==> src/rtl/pool_engine_if.sv <==
// Valid/ready element stream used for the pooling engine input and output.
// Ports (via modports):
//   master : drives valid, data; samples ready
//   slave  : samples valid, data; drives ready
interface pool_engine_if #(
   parameter int unsigned DATA_WIDTH = 8
) ();

   logic                         valid;
   logic                         ready;
   logic signed [DATA_WIDTH-1:0] data;

   modport master (output valid, output data, input ready);
   modport slave  (input valid, input data, output ready);

endinterface

==> src/rtl/pool_engine.sv <==
// Streaming 2x2 / stride-2 pooling engine (max or average) for one frame at a time.
// Ports:
//   clk, rst           : clock, asynchronous active-high reset
//   start, mode        : frame request and pooling mode (0 max, 1 avg), sampled in idle
//   frame_width/height : input frame dimensions, sampled with start
//   busy, done         : frame in progress / one-cycle end-of-frame pulse
//   cfg_error          : valid with done, set when the requested config was rejected
//   in_bus             : row-major input element stream (slave)
//   out_bus            : pooled element stream (master), single-entry output register
module pool_engine #(
   parameter int unsigned DATA_WIDTH = 8,
   parameter int unsigned MAX_WIDTH  = 64,
   parameter int unsigned DIM_WIDTH  = 8
) (
   input  logic                 clk,
   input  logic                 rst,
   input  logic                 start,
   input  logic                 mode,
   input  logic [DIM_WIDTH-1:0] frame_width,
   input  logic [DIM_WIDTH-1:0] frame_height,
   output logic                 busy,
   output logic                 done,
   output logic                 cfg_error,
   pool_engine_if.slave         in_bus,
   pool_engine_if.master        out_bus
);

   localparam int unsigned ACC_WIDTH = DATA_WIDTH + 2;
   localparam int unsigned LB_DEPTH  = MAX_WIDTH / 2;
   localparam int unsigned LB_AW     = (LB_DEPTH > 1) ? $clog2(LB_DEPTH) : 1;

   localparam logic [1:0] IDLE  = 2'd0;
   localparam logic [1:0] RUN   = 2'd1;
   localparam logic [1:0] DRAIN = 2'd2;
   localparam logic [1:0] DONE  = 2'd3;

   logic [1:0]                   state, state_nx;
   logic                         mode_q, mode_nx;
   logic [DIM_WIDTH-1:0]         width_q, width_nx;
   logic [DIM_WIDTH-1:0]         height_q, height_nx;
   logic [DIM_WIDTH-1:0]         row_q, row_nx;
   logic [DIM_WIDTH-1:0]         col_q, col_nx;
   logic signed [ACC_WIDTH-1:0]  hold_q, hold_nx;
   logic                         out_valid_q, out_valid_nx;
   logic signed [DATA_WIDTH-1:0] out_data_q, out_data_nx;
   logic                         busy_nx, done_nx, cfg_error_nx;

   logic signed [ACC_WIDTH-1:0]  linebuf [LB_DEPTH];

   logic                         in_ready_c;
   logic                         accept_c;
   logic                         out_hs_c;
   logic                         cfg_ok_c;
   logic                         last_col_c;
   logic                         last_row_c;
   logic                         lb_we_c;
   logic [LB_AW-1:0]             lb_idx_c;
   logic signed [ACC_WIDTH-1:0]  x_ext_c;
   logic signed [ACC_WIDTH-1:0]  lb_rd_c;
   logic signed [ACC_WIDTH-1:0]  pair_c;
   logic signed [ACC_WIDTH-1:0]  quad_c;
   logic signed [DATA_WIDTH-1:0] pooled_c;

   // Max keeps the larger operand; avg accumulates (two guard bits cover a 4-element sum).
   function automatic logic signed [ACC_WIDTH-1:0] combine(
      input logic signed [ACC_WIDTH-1:0] a,
      input logic signed [ACC_WIDTH-1:0] b,
      input logic                        avg
   );
      logic signed [ACC_WIDTH-1:0] r;
      if (avg) begin
         r = a + b;
      end else begin
         r = (a > b) ? a : b;
      end
      return r;
   endfunction

   // Handshakes; the output register frees up in the same cycle it is drained.
   assign in_ready_c    = (state == RUN) && (!out_valid_q || out_bus.ready);
   assign accept_c      = in_bus.valid && in_ready_c;
   assign out_hs_c      = out_valid_q && out_bus.ready;
   assign in_bus.ready  = in_ready_c;
   assign out_bus.valid = out_valid_q;
   assign out_bus.data  = out_data_q;

   // Frame dimensions must be even, at least 2, and the width must fit the line buffer.
   assign cfg_ok_c = (frame_width[0] == 1'b0) && (frame_width >= DIM_WIDTH'(2)) &&
                     (32'(frame_width) <= MAX_WIDTH) &&
                     (frame_height[0] == 1'b0) && (frame_height >= DIM_WIDTH'(2));

   assign last_col_c = (col_q == width_q - DIM_WIDTH'(1));
   assign last_row_c = (row_q == height_q - DIM_WIDTH'(1));

   // Datapath: horizontal pair from hold + x, vertical combine with the stored upper pair.
   always_comb begin
      x_ext_c  = {{2{in_bus.data[DATA_WIDTH-1]}}, in_bus.data};
      lb_idx_c = LB_AW'(col_q >> 1);
      lb_rd_c  = linebuf[lb_idx_c];
      pair_c   = combine(hold_q, x_ext_c, mode_q);
      quad_c   = combine(pair_c, lb_rd_c, mode_q);
      // Arithmetic shift floors toward minus infinity; the quotient always fits DATA_WIDTH.
      pooled_c = mode_q ? DATA_WIDTH'(quad_c >>> 2) : DATA_WIDTH'(quad_c);
   end

   // State and control registers.
   always_ff @(posedge clk or posedge rst) begin
      if (rst) begin
         state       <= IDLE;
         mode_q      <= 1'b0;
         width_q     <= '0;
         height_q    <= '0;
         row_q       <= '0;
         col_q       <= '0;
         hold_q      <= '0;
         out_valid_q <= 1'b0;
         out_data_q  <= '0;
         busy        <= 1'b0;
         done        <= 1'b0;
         cfg_error   <= 1'b0;
      end else begin
         state       <= state_nx;
         mode_q      <= mode_nx;
         width_q     <= width_nx;
         height_q    <= height_nx;
         row_q       <= row_nx;
         col_q       <= col_nx;
         hold_q      <= hold_nx;
         out_valid_q <= out_valid_nx;
         out_data_q  <= out_data_nx;
         busy        <= busy_nx;
         done        <= done_nx;
         cfg_error   <= cfg_error_nx;
      end
   end

   // Line buffer of horizontal pair results from the even row; contents need no reset.
   always_ff @(posedge clk) begin
      if (lb_we_c) begin
         linebuf[lb_idx_c] <= pair_c;
      end
   end

   // Next-state and next-output logic.
   always_comb begin
      state_nx     = state;
      mode_nx      = mode_q;
      width_nx     = width_q;
      height_nx    = height_q;
      row_nx       = row_q;
      col_nx       = col_q;
      hold_nx      = hold_q;
      out_valid_nx = out_valid_q;
      out_data_nx  = out_data_q;
      busy_nx      = busy;
      done_nx      = 1'b0;
      cfg_error_nx = 1'b0;
      lb_we_c      = 1'b0;

      if (out_hs_c) begin
         out_valid_nx = 1'b0;
      end

      case (state)
         IDLE: begin
            if (start) begin
               if (cfg_ok_c) begin
                  mode_nx   = mode;
                  width_nx  = frame_width;
                  height_nx = frame_height;
                  row_nx    = '0;
                  col_nx    = '0;
                  busy_nx   = 1'b1;
                  state_nx  = RUN;
               end else begin
                  done_nx      = 1'b1;
                  cfg_error_nx = 1'b1;
                  state_nx     = DONE;
               end
            end
         end

         RUN: begin
            if (accept_c) begin
               // Even column opens a window pair; odd column closes it.
               if (!col_q[0]) begin
                  hold_nx = x_ext_c;
               end else if (!row_q[0]) begin
                  lb_we_c = 1'b1;
               end else begin
                  out_valid_nx = 1'b1;
                  out_data_nx  = pooled_c;
               end

               if (last_col_c) begin
                  col_nx = '0;
                  row_nx = row_q + DIM_WIDTH'(1);
               end else begin
                  col_nx = col_q + DIM_WIDTH'(1);
               end

               if (last_col_c && last_row_c) begin
                  state_nx = DRAIN;
               end
            end
         end

         DRAIN: begin
            if (out_hs_c) begin
               busy_nx  = 1'b0;
               done_nx  = 1'b1;
               state_nx = DONE;
            end
         end

         DONE: begin
            state_nx = IDLE;
         end

         default: begin
            state_nx = IDLE;
         end
      endcase
   end

endmodule

==> src/flat_wrapper.sv <==
// flat-port wrapper written by rule: the top's interface ports become plain ports
module pool_engine_flat 
#(
   parameter int unsigned DATA_WIDTH = 8,
   parameter int unsigned MAX_WIDTH  = 64,
   parameter int unsigned DIM_WIDTH  = 8
)
  (clk, rst, start, mode, frame_width, frame_height, busy, done, cfg_error, in_bus_valid, in_bus_data, in_bus_ready, out_bus_valid, out_bus_data, out_bus_ready);
  pool_engine_if #(.DATA_WIDTH(DATA_WIDTH)) in_bus_i ();
  pool_engine_if #(.DATA_WIDTH(DATA_WIDTH)) out_bus_i ();
  input  logic clk;
  input  logic rst;
  input  logic start;
  input  logic mode;
  input  logic [DIM_WIDTH-1:0] frame_width;
  input  logic [DIM_WIDTH-1:0] frame_height;
  output logic busy;
  output logic done;
  output logic cfg_error;
  input wire logic [$bits(in_bus_i.valid)-1:0] in_bus_valid;
  input wire logic [$bits(in_bus_i.data)-1:0] in_bus_data;
  output wire logic [$bits(in_bus_i.ready)-1:0] in_bus_ready;
  output wire logic [$bits(out_bus_i.valid)-1:0] out_bus_valid;
  output wire logic [$bits(out_bus_i.data)-1:0] out_bus_data;
  input wire logic [$bits(out_bus_i.ready)-1:0] out_bus_ready;
  assign in_bus_i.valid = in_bus_valid;
  assign in_bus_i.data = in_bus_data;
  assign in_bus_ready = in_bus_i.ready;
  assign out_bus_valid = out_bus_i.valid;
  assign out_bus_data = out_bus_i.data;
  assign out_bus_i.ready = out_bus_ready;
  pool_engine #(.DATA_WIDTH(DATA_WIDTH), .MAX_WIDTH(MAX_WIDTH), .DIM_WIDTH(DIM_WIDTH)) u_core (.clk(clk), .rst(rst), .start(start), .mode(mode), .frame_width(frame_width), .frame_height(frame_height), .busy(busy), .done(done), .cfg_error(cfg_error), .in_bus(in_bus_i), .out_bus(out_bus_i));
endmodule
==> config.mk <==
export PLATFORM = sky130hd
export DESIGN_NAME = pool_engine_flat
export DESIGN_NICKNAME = d
export VERILOG_FILES = /design/src/rtl/pool_engine_if.sv /design/src/rtl/pool_engine.sv /design/src/flat_wrapper.sv
export SDC_FILE = /design/constraint.sdc
export NUM_CORES = 1
export LEC_CHECK = 0
export CAP_MARGIN = 0
export CORE_ASPECT_RATIO = 0.8
export CORE_MARGIN = 2
export CORE_UTILIZATION = 65
export DETAILED_ROUTE_END_ITERATION = 10
export PLACE_DENSITY_LB_ADDON = 0.2
export SETUP_SLACK_MARGIN = 0.2
export SYNTH_ARGS = -nofsm -noshare
export SYNTH_HDL_FRONTEND = slang
export SYNTH_SLANG_ARGS = --single-unit
==> constraint.sdc <==
create_clock -name clk -period 14 [get_ports clk]
set_input_delay 2.8 -clock clk [delete_from_list [all_inputs] [get_ports clk]]
set_output_delay 2.8 -clock clk [all_outputs]
set_load 0.005 [all_outputs]
# Word-level counts from Yosys, hierarchy flattened
# Memory sizes are Yosys's and may differ from the RTL's.
# Index checks and enable logic that the tools add are counted.
[word_totals] register_bits=55 ram_bits=320 in_bits=30 word_cells=97 n_memories=1
[classes] addsub=6 magnitude_cmp=5 n_eq_ne=11 mux=39 bitwise=3 n_reduce_logical=20
[mem_list] memory="u_core.linebuf" words=32 width=10 rd=1 rd_clocked_by_memory_dff=0 write_ports=1 line_no="pool_engine.sv:48" source="logic signed [ACC_WIDTH-1:0] linebuf [LB_DEPTH];"
[op_table] cell="8-bit 2-to-1 mux" n=7
[op_table] cell="10-bit 2-to-1 mux" n=4
[op_table] cell="8-bit case mux with 2 select lines" n=2
[op_table] cell="1-bit 2-to-1 mux" n=18
[op_table] cell="8-bit by 1-bit adder with 8-bit output, second input constant" n=2
[op_table] cell="8-bit equality test" n=2
[op_table] cell="8-bit by 2-bit greater-or-equal comparator with 1-bit output, second input constant" n=2
[op_table] cell="4-bit AND reduction" n=4
[op_table] cell="8-bit by 1-bit subtractor with 8-bit output, second input constant" n=2
[op_table] cell="10-bit adder" n=1
[op_table] cell="10-bit greater-than comparator" n=1
[op_table] cell="2-bit 2-to-1 mux" n=5
[op_table] cell="8-bit by 8-bit adder with 9-bit output" n=1
[op_table] cell="8-bit greater-than comparator" n=1
[op_table] cell="8-bit by 7-bit less-or-equal comparator with 1-bit output, second input constant" n=1
[op_table] cell="1-bit logical AND" n=8
[op_table] cell="2-bit by 1-bit inequality test with 1-bit output, second input constant" n=4
[op_table] cell="2-bit case mux with 4 select lines" n=1
[op_table] cell="3-bit AND reduction" n=2
[op_table] cell="5-bit AND reduction" n=1
[op_table] cell="2-bit equality test, second input constant" n=2
[op_table] cell="2-bit inequality test, second input constant" n=2
[op_table] cell="1-bit case mux with 2 select lines" n=2
[op_table] cell="2-bit nonzero test" n=2
[op_table] cell="5 further kinds" n=7

# Depth between registers and ports, before layout
# Gate-level depths: netlist (run 1).
[logic_depth] ltp_word=8 mapped_depth=19 ltp_nobuf=17

# Worst setup path after synthesis (run 1)
# Ideal clock, no wire load.
[synth_path] kind="input to register" start="input port in_bus_data[7]" end="register u_core.out_data_q[2], in the netlist u_core.out_bus.data[2]" setup_time_ps=90 t_arrival_ps=7952 setup_slack_ps=5958 stages=19 path_buffers=2 path_cell_list="inv_1 ha_1 inv_1 or3_1 a221o_1 and2_1 clkbuf_1 o21ai_0 nor2_1 nor3_1 ha_1 inv_1 nor3_1 a2111oi_0 a21oi_1 or2_2 buf_1 mux2_2 o221ai_1"
[synth_between] elab_chain_cells=7 word_cells_on_any_way=9 cone_classes="add/sub: 2; order compare: 2; mux: 5"
[synth_rtl] item="start, declared" line_no="flat_wrapper.sv:21" source="input wire logic [$bits(in_bus_i.data)-1:0] in_bus_data;"
[synth_rtl] item="8-bit greater-than comparator" line_no="pool_engine.sv:74" source="r = (a > b) ? a : b;"
[synth_rtl] item="10-bit 2-to-1 mux" line_no="pool_engine.sv:74"
[synth_rtl] item="10-bit 2-to-1 mux (*)" line_no="pool_engine.sv:71" source="if (avg) begin"
[synth_rtl] item="via u_core.pair_c[7]" line_no="pool_engine.sv:60" source="logic signed [ACC_WIDTH-1:0] pair_c;"
[synth_rtl] item="10-bit greater-than comparator (*)" line_no="pool_engine.sv:74"
[synth_rtl] item="10-bit 2-to-1 mux (*)" line_no="pool_engine.sv:74"
[synth_rtl] item="10-bit 2-to-1 mux (*)" line_no="pool_engine.sv:71"
[synth_rtl] item="8-bit 2-to-1 mux (*)" line_no="pool_engine.sv:103" source="pooled_c = mode_q ? DATA_WIDTH'(quad_c >>> 2) : DATA_WIDTH'(quad_c);"
[synth_rtl] item="end signal, assigned" line_no="pool_engine.sv:130" source="out_data_q <= out_data_nx;"
[synth_rtl] item="end, declared" line_no="pool_engine.sv:45" source="logic signed [DATA_WIDTH-1:0] out_data_q, out_data_nx;"
# Mark *: on every way through the listed nets, which the timed path passes. The rest lies on a longest branch.
# A chain may end at the register's enable or synchronous reset.

# Worst setup path in the final report (run 1)
# Same ends and word-level chain as after synthesis.

==> results of run 1 <==
[final timing paths]
path / to / slack (ps) / cells after the start
min in group asynchronous: u_core.out_bus.data[3] / 2760 / 3
max in group asynchronous: u_core.col_q[1] / 10690 / 3
setup / recovery: u_core.out_bus.data[2] / 6660 / 19
setup reg to reg: u_core.out_bus.data[2] / 8700 / 14
hold reg to reg: u_core.out_bus.data[3] / 490 / 1
hold / removal: u_core.out_bus.data[3] / 490 / 1
[power by group through the flow]
stage | combinational [mW] | clock, mW | sequential (mW)
2_1_floorplan | 1.11 | 0 | 1.48
3_3_place_gp | 1.45 | 0 | 1.52
3_5_place_dp | 1.48 | 0 | 1.53
4_1_cts | 1.50 | 0.878 | 1.51
5_1_grt | 1.66 | 0.917 | 1.52
6_report | 1.52 | 0.874 | 1.51
[worst reg2reg max path: stages, from the launching register on]
cell       delay [ps]
dfrtp_4           720
buf_4             770
mux2i_1           440
o22ai_1           140
nor4_1            820
nand2_1           300
inv_1             130
ha_1              280
a21oi_1           150
nor3_1             50
a2111oi_0         350
a21oi_1           190
or2_2             410
mux2_2            310
o221ai_1          170
[cells in the mapped netlist (all sizes together) (17+ instances only)]
master	instances
inv	47
edfxtp	288
nor4	18
mux4	23
clkbuf	27
o21ai	33
nand3	18
mux2i	111
nand2	68
ha	41
o22ai	51
a21oi	34
dfrtp	55
mux2	17
nor2	79
buf	27
[state kept, by name, summed over array words and instances, names as in the netlist, 2 cells and up]
register and count:
u_core.col_q 8, u_core.height_q 8, u_core.hold_q 8, u_core.linebuf 288, u_core.out_bus.data 8, u_core.row_q 8, u_core.state 2, u_core.width_q 8
[final cells by class]
type | instances | area, um2
well taps | 312 | 390
repair buffers | 57 | 533
fillers | 1464 | 6150
clock buffers | 35 | 791
flip-flops and latches | 343 | 10000
clock inverters | 19 | 240
multi-input cells | 680 | 5270
inverters | 49 | 184
[cells by family after synthesis]
logic type	share of synthesized area
AND/OR/NAND/NOR	0.0898
XOR/XNOR	0.0134
buffers and inverters	0.0294
adder cells (fa/ha/maj)	0.0339
multiplexers	0.116
flip-flops	0.638
AO/OA/AOI/OAI	0.0801
[routing by layer]
metal  GRT usage  vias up  share of wire
met2       0.424      489           0.44
met1       0.454     4923           0.43
met3      0.0615       57           0.11
met5           0        -              0
met4      0.0682        0          0.022
li1            -     4385              -
[metrics by stage]
| stage | utilization | cell area [um2] | setup WS [ps] |
|---|---|---|---|
| 2_1_floorplan | - | 15700 | 5960 |
| 3_5_place_dp | 0.696 | 16400 | 6190 |
| 3_3_place_gp | 0.696 | 16400 | 6350 |
| 4_1_cts | 0.739 | 17400 | 6730 |
| 5_1_grt | 0.739 | 17400 | 6280 |
| 6_report | 0.739 | 17400 | 6660 |
==> results_dict.tcl, run 1 <==
set metrics [dict create \
    status "finished, final reports clean" \
    drc 0 \
    clk_pin_slew_worst_paths_ps 70 \
    synth_area_leader_cell "edfxtp_1" \
    final_nets 1234 \
    cts.hold.buffers_added 0 \
    rsz0062_at_grt "false" \
    syn_nets 1198 \
    setup_violations 0 \
    p_seq_frac 0.387 \
    cts_buffer_depth 3 \
    io_pins 43 \
    hold_start "u_core.out_bus.data[3]" \
    clkLatencyLatePin_ps 560 \
    yosysUniqueCellTypes 72 \
    synth-seq-cells 343 \
    synth_area_per_cell_um2 14.0 \
    endpoint_kind "flip-flop" \
    crit_type "input pin to flip-flop" \
    ir_worst_vdd_mv 0.192 \
    fp.dieArea_um2 25500 \
    finClkSkew_ps 11.4 \
    worstMarginPinSlew_ps 1160 \
    cp_top_family "simple AND/OR/NAND/NOR gates" \
    diodes 0 \
    synth_area_leaders "edfxtp_1 (55%), dfrtp_1 (8.8%), mux2i_1 (7.1%)" \
    clockPowerShare 0.224 \
    final_cell_mix "edfxtp_1 (288), mux2i_1 (111), nor2_1 (79)" \
    worstSetupStartpoint "in_bus_data[7]" \
    worst_setup_path_start_kind "input pin" \
    switching_power_mw 1.42 \
    tns_ps 0 \
    synth_area_um2 15700 \
    cts-buffers-inserted 31 \
    vias 9854 \
    place.gp.congestion 0.889 \
    min_path_type "flip-flop to flip-flop" \
    path_buf_inv 5 \
    ys_async_sr_fraction 0.160 \
    grt_max_degree 59 \
    clock_sink_count 343 \
    yosysTopAreaCellShare 0.550 \
    postCtsSetupRepairBufs 0 \
    dieHeight_um 143 \
    ys_seq_area_frac 0.638 \
    p_comb_frac 0.389 \
    wl_per_cell_um 24.4 \
    cp_common_cell "inv_1" \
    portBuffers 42 \
    netSwitchingFraction 0.364 \
    grtUsageTotal 0.291 \
    crit_arrival_ps 7810 \
    slowest_stage "clkdlybuf4s50_1" \
    cts.htree.levels 1 \
    drtIter0Drc 1286 \
    max_cap_viol_count 0 \
    coreArea_um2 23600 \
    hpwlAfterDp_mm 23.7 \
    drive_above_1_share 0.105 \
    required_ps 14460 \
    dieWidth_um 178 \
    r2r-start "u_core.col_q[1]" \
    dp.cells 1441 \
    antenna_found_initial 0 \
    crit_path_max_incr_delay_ps 490 \
    synth_cells 1126 \
    final_common_cell "edfxtp_1" \
    cts_tree "yes" \
    ant_nets 0 \
    cts_root_buf "clkbuf_16" \
    syn_to_final_growth_pct 10.9 \
    crit_chain "clkdlybuf4s50_1 -> inv_1 -> ha_1 -> inv_1 -> or3_1 -> a221o_1 -> and2_1 -> o21ai_0 -> nor2_1 -> nor3_2 -> buf_4 -> ha_1 -> inv_1 -> nor3_1 -> a2111oi_0 -> a21oi_1 -> or2_2 -> mux2_2 -> o221ai_1" \
    power.leakage_nw 5.97 \
    grt_overflow_total 0 \
    drv_slew 0 \
    p_per_area_nw_per_um2 224 \
    start_util 0.667 \
    period_minus_slack_ps 7340 \
    wl_mm 36.4 \
    fin_cells 1495 \
    cts_resized 0 \
    slew-limit-headroom 0.223 \
    p_int_mw 2.48 \
    fmax_mhz 136 \
    drt_pre_antenna_iters 6 \
    grt_pass1_wl_mm 55.4 \
    synth_enable_flop_cells 288 \
    p_total_mw 3.90 \
    std_cell_rows 50 \
    via_per_inst 6.59 \
    grt_pass1_vias 9413 \
    hold_slack_ps 493 \
    yosys_warnings 0 \
    period_share 0.524 \
    hold_viol 0 \
    ys.flop_type "edfxtp_1" \
    worstPathMaxFanout 34 \
]
(Power assumes the default switching activity.)
==> run 2: changes to the inputs <==
CORE_UTILIZATION = 56   (was 65)
clock period = 6.3 ns   (was 14 ns; I/O delays follow)
==> results_dict.tcl, run 2 (same netlist as run 1, synthesis figures left out) <==
set metrics [dict create \
    status "finished, final reports clean" \
    grt_pass1_wl_mm 55.9 \
    clk_pin_slew_worst_paths_ps 70 \
    largest_reg_flops 288 \
    final_common_cell "edfxtp_1" \
    period_minus_slack_ps 5590 \
    cts.hold.buffers_added 0 \
    via_per_inst 6.18 \
    use_met2 0.363 \
    cts_buffer_depth 3 \
    grtUsageTotal 0.252 \
    power.leakage_nw 6.03 \
    cts_tree "yes" \
    io_pins 43 \
    period_share 0.887 \
    drv_slew 0 \
    gr-usage-met3 0.0562 \
    dieWidth_um 191 \
    coreArea_um2 27400 \
    regMostFlops "u_core.linebuf" \
    worstPathMaxFanout 9 \
    slew-limit-headroom 0.304 \
    drc 0 \
    p_per_area_nw_per_um2 501 \
    cts-buffers-inserted 35 \
    tns_ps 0 \
    finClkSkew_ps 20.1 \
    portBuffers 42 \
    vias 9609 \
    fmax_mhz 179 \
    busiest_layer "met1" \
    postCtsSetupRepairBufs 0 \
    clkLatencyLatePin_ps 520 \
    hpwlAfterDp_mm 24.0 \
    drive_above_1_share 0.112 \
    clock_sink_count 343 \
    worst_setup_path_start_kind "input pin" \
    ant_nets 0 \
    drtIter0Drc 1013 \
    hold_viol 0 \
    grt_util_met1 0.392 \
    wl_per_cell_um 23.2 \
    rsz0062_at_grt "false" \
    final_cell_mix "edfxtp_1 (288), mux2i_1 (111), nor2_1 (79)" \
    cts_root_buf "clkbuf_16" \
    min_path_type "flip-flop to flip-flop" \
    grt_overflow_total 0 \
    dp.cells 1493 \
    setup_violations 0 \
    crit_type "input pin to flip-flop" \
    syn_to_final_growth_pct 12.3 \
    crit_arrival_ps 6010 \
    worstMarginPinSlew_ps 1030 \
    antenna_found_initial 0 \
    grt_pass1_vias 9254 \
    cts_resized 0 \
    cts.htree.levels 2 \
    fin_cells 1555 \
    endpoint_kind "flip-flop" \
    diodes 0 \
    grt_max_degree 56 \
    wl_mm 36.1 \
    place.gp.congestion 0.943 \
    drt_pre_antenna_iters 5 \
    ir_worst_vdd_mv 0.390 \
    required_ps 6720 \
    max_cap_viol_count 0 \
    std_cell_rows 54 \
    fp.dieArea_um2 29400 \
    start_util 0.573 \
    dieHeight_um 154 \
    final_nets 1238 \
]
-- run 2: changes by cell type in the layout (fill, tap and decap cells not counted), sizes merged --
cell      before  now
clkinv        14   10
inv           47   48
clkbuf        35   46
clkinvlp       1    4
bufinv         6    3
-- run 2: layout make-up --
cell class	count	area (um2)
clock buffers	46	990
clock inverters	16	161
fillers	2067	9780
inverters	49	184
multi-input cells	680	5280
flip-flops and latches	343	10000
well taps	364	455
repair buffers	57	558
-- run 2: power breakdown --
group	internal [mW]	switching, mW	leakage, nW
Sequential	3.14	0.273	3.29
Combinational	1.26	2.10	2.19
Clock	1.23	0.854	0.549
Total	5.62	3.23	6.03
-- run 2: critical path, stage by stage --
cell and delay (ps):
clkdlybuf4s50_1 490, inv_1 70, ha_1 380, inv_1 80, or3_1 350, a221o_1 370
and2_1 270, o21ai_0 310, nor2_1 160, nor3_4 260, ha_1 300, inv_1 130
nor3_1 60, a2111oi_0 420, a21oi_1 200, or2_2 420, mux2_2 310, o221ai_1 170
-- run 2: per-stage QoR --
step / util / hold WS, ps / power (mW) / cell area (um2) / setup slack, ps
2_1_floorplan: - / 480 / 5.76 / 15700 / 253
3_3_place_gp: 0.602 / 480 / 6.68 / 16500 / 569
3_5_place_dp: 0.602 / 480 / 6.76 / 16500 / 269
4_1_cts: 0.644 / 495 / 8.84 / 17700 / 800
5_1_grt: 0.644 / 556 / 9.27 / 17700 / 421
6_report: 0.644 / 500 / 8.85 / 17700 / 711
-- run 2: layer usage --
layer | vias up | wire (um)
li1 | 4401 | -
met1 | 4822 | 16600
met2 | 339 | 15900
met5 | - | 0
met4 | 0 | 558
met3 | 47 | 3010
-- run 2: path summary, 6_finish.rpt --
kind | start | end | slack (ps) | depth (start not counted)
worst min-delay path | u_core.out_bus.data[1] | u_core.out_bus.data[1] | 500 | 2
worst max-delay path | in_bus_data[7] | u_core.out_bus.data[2] | 710 | 18
max in group asynchronous | rst | u_core.col_q[1] | 4430 | 3
worst max register to register | u_core.col_q[1] | u_core.out_bus.data[6] | 1360 | 13
worst min register to register | u_core.out_bus.data[1] | u_core.out_bus.data[1] | 500 | 2
min in group asynchronous | rst | u_core.hold_q[5] | 1250 | 3
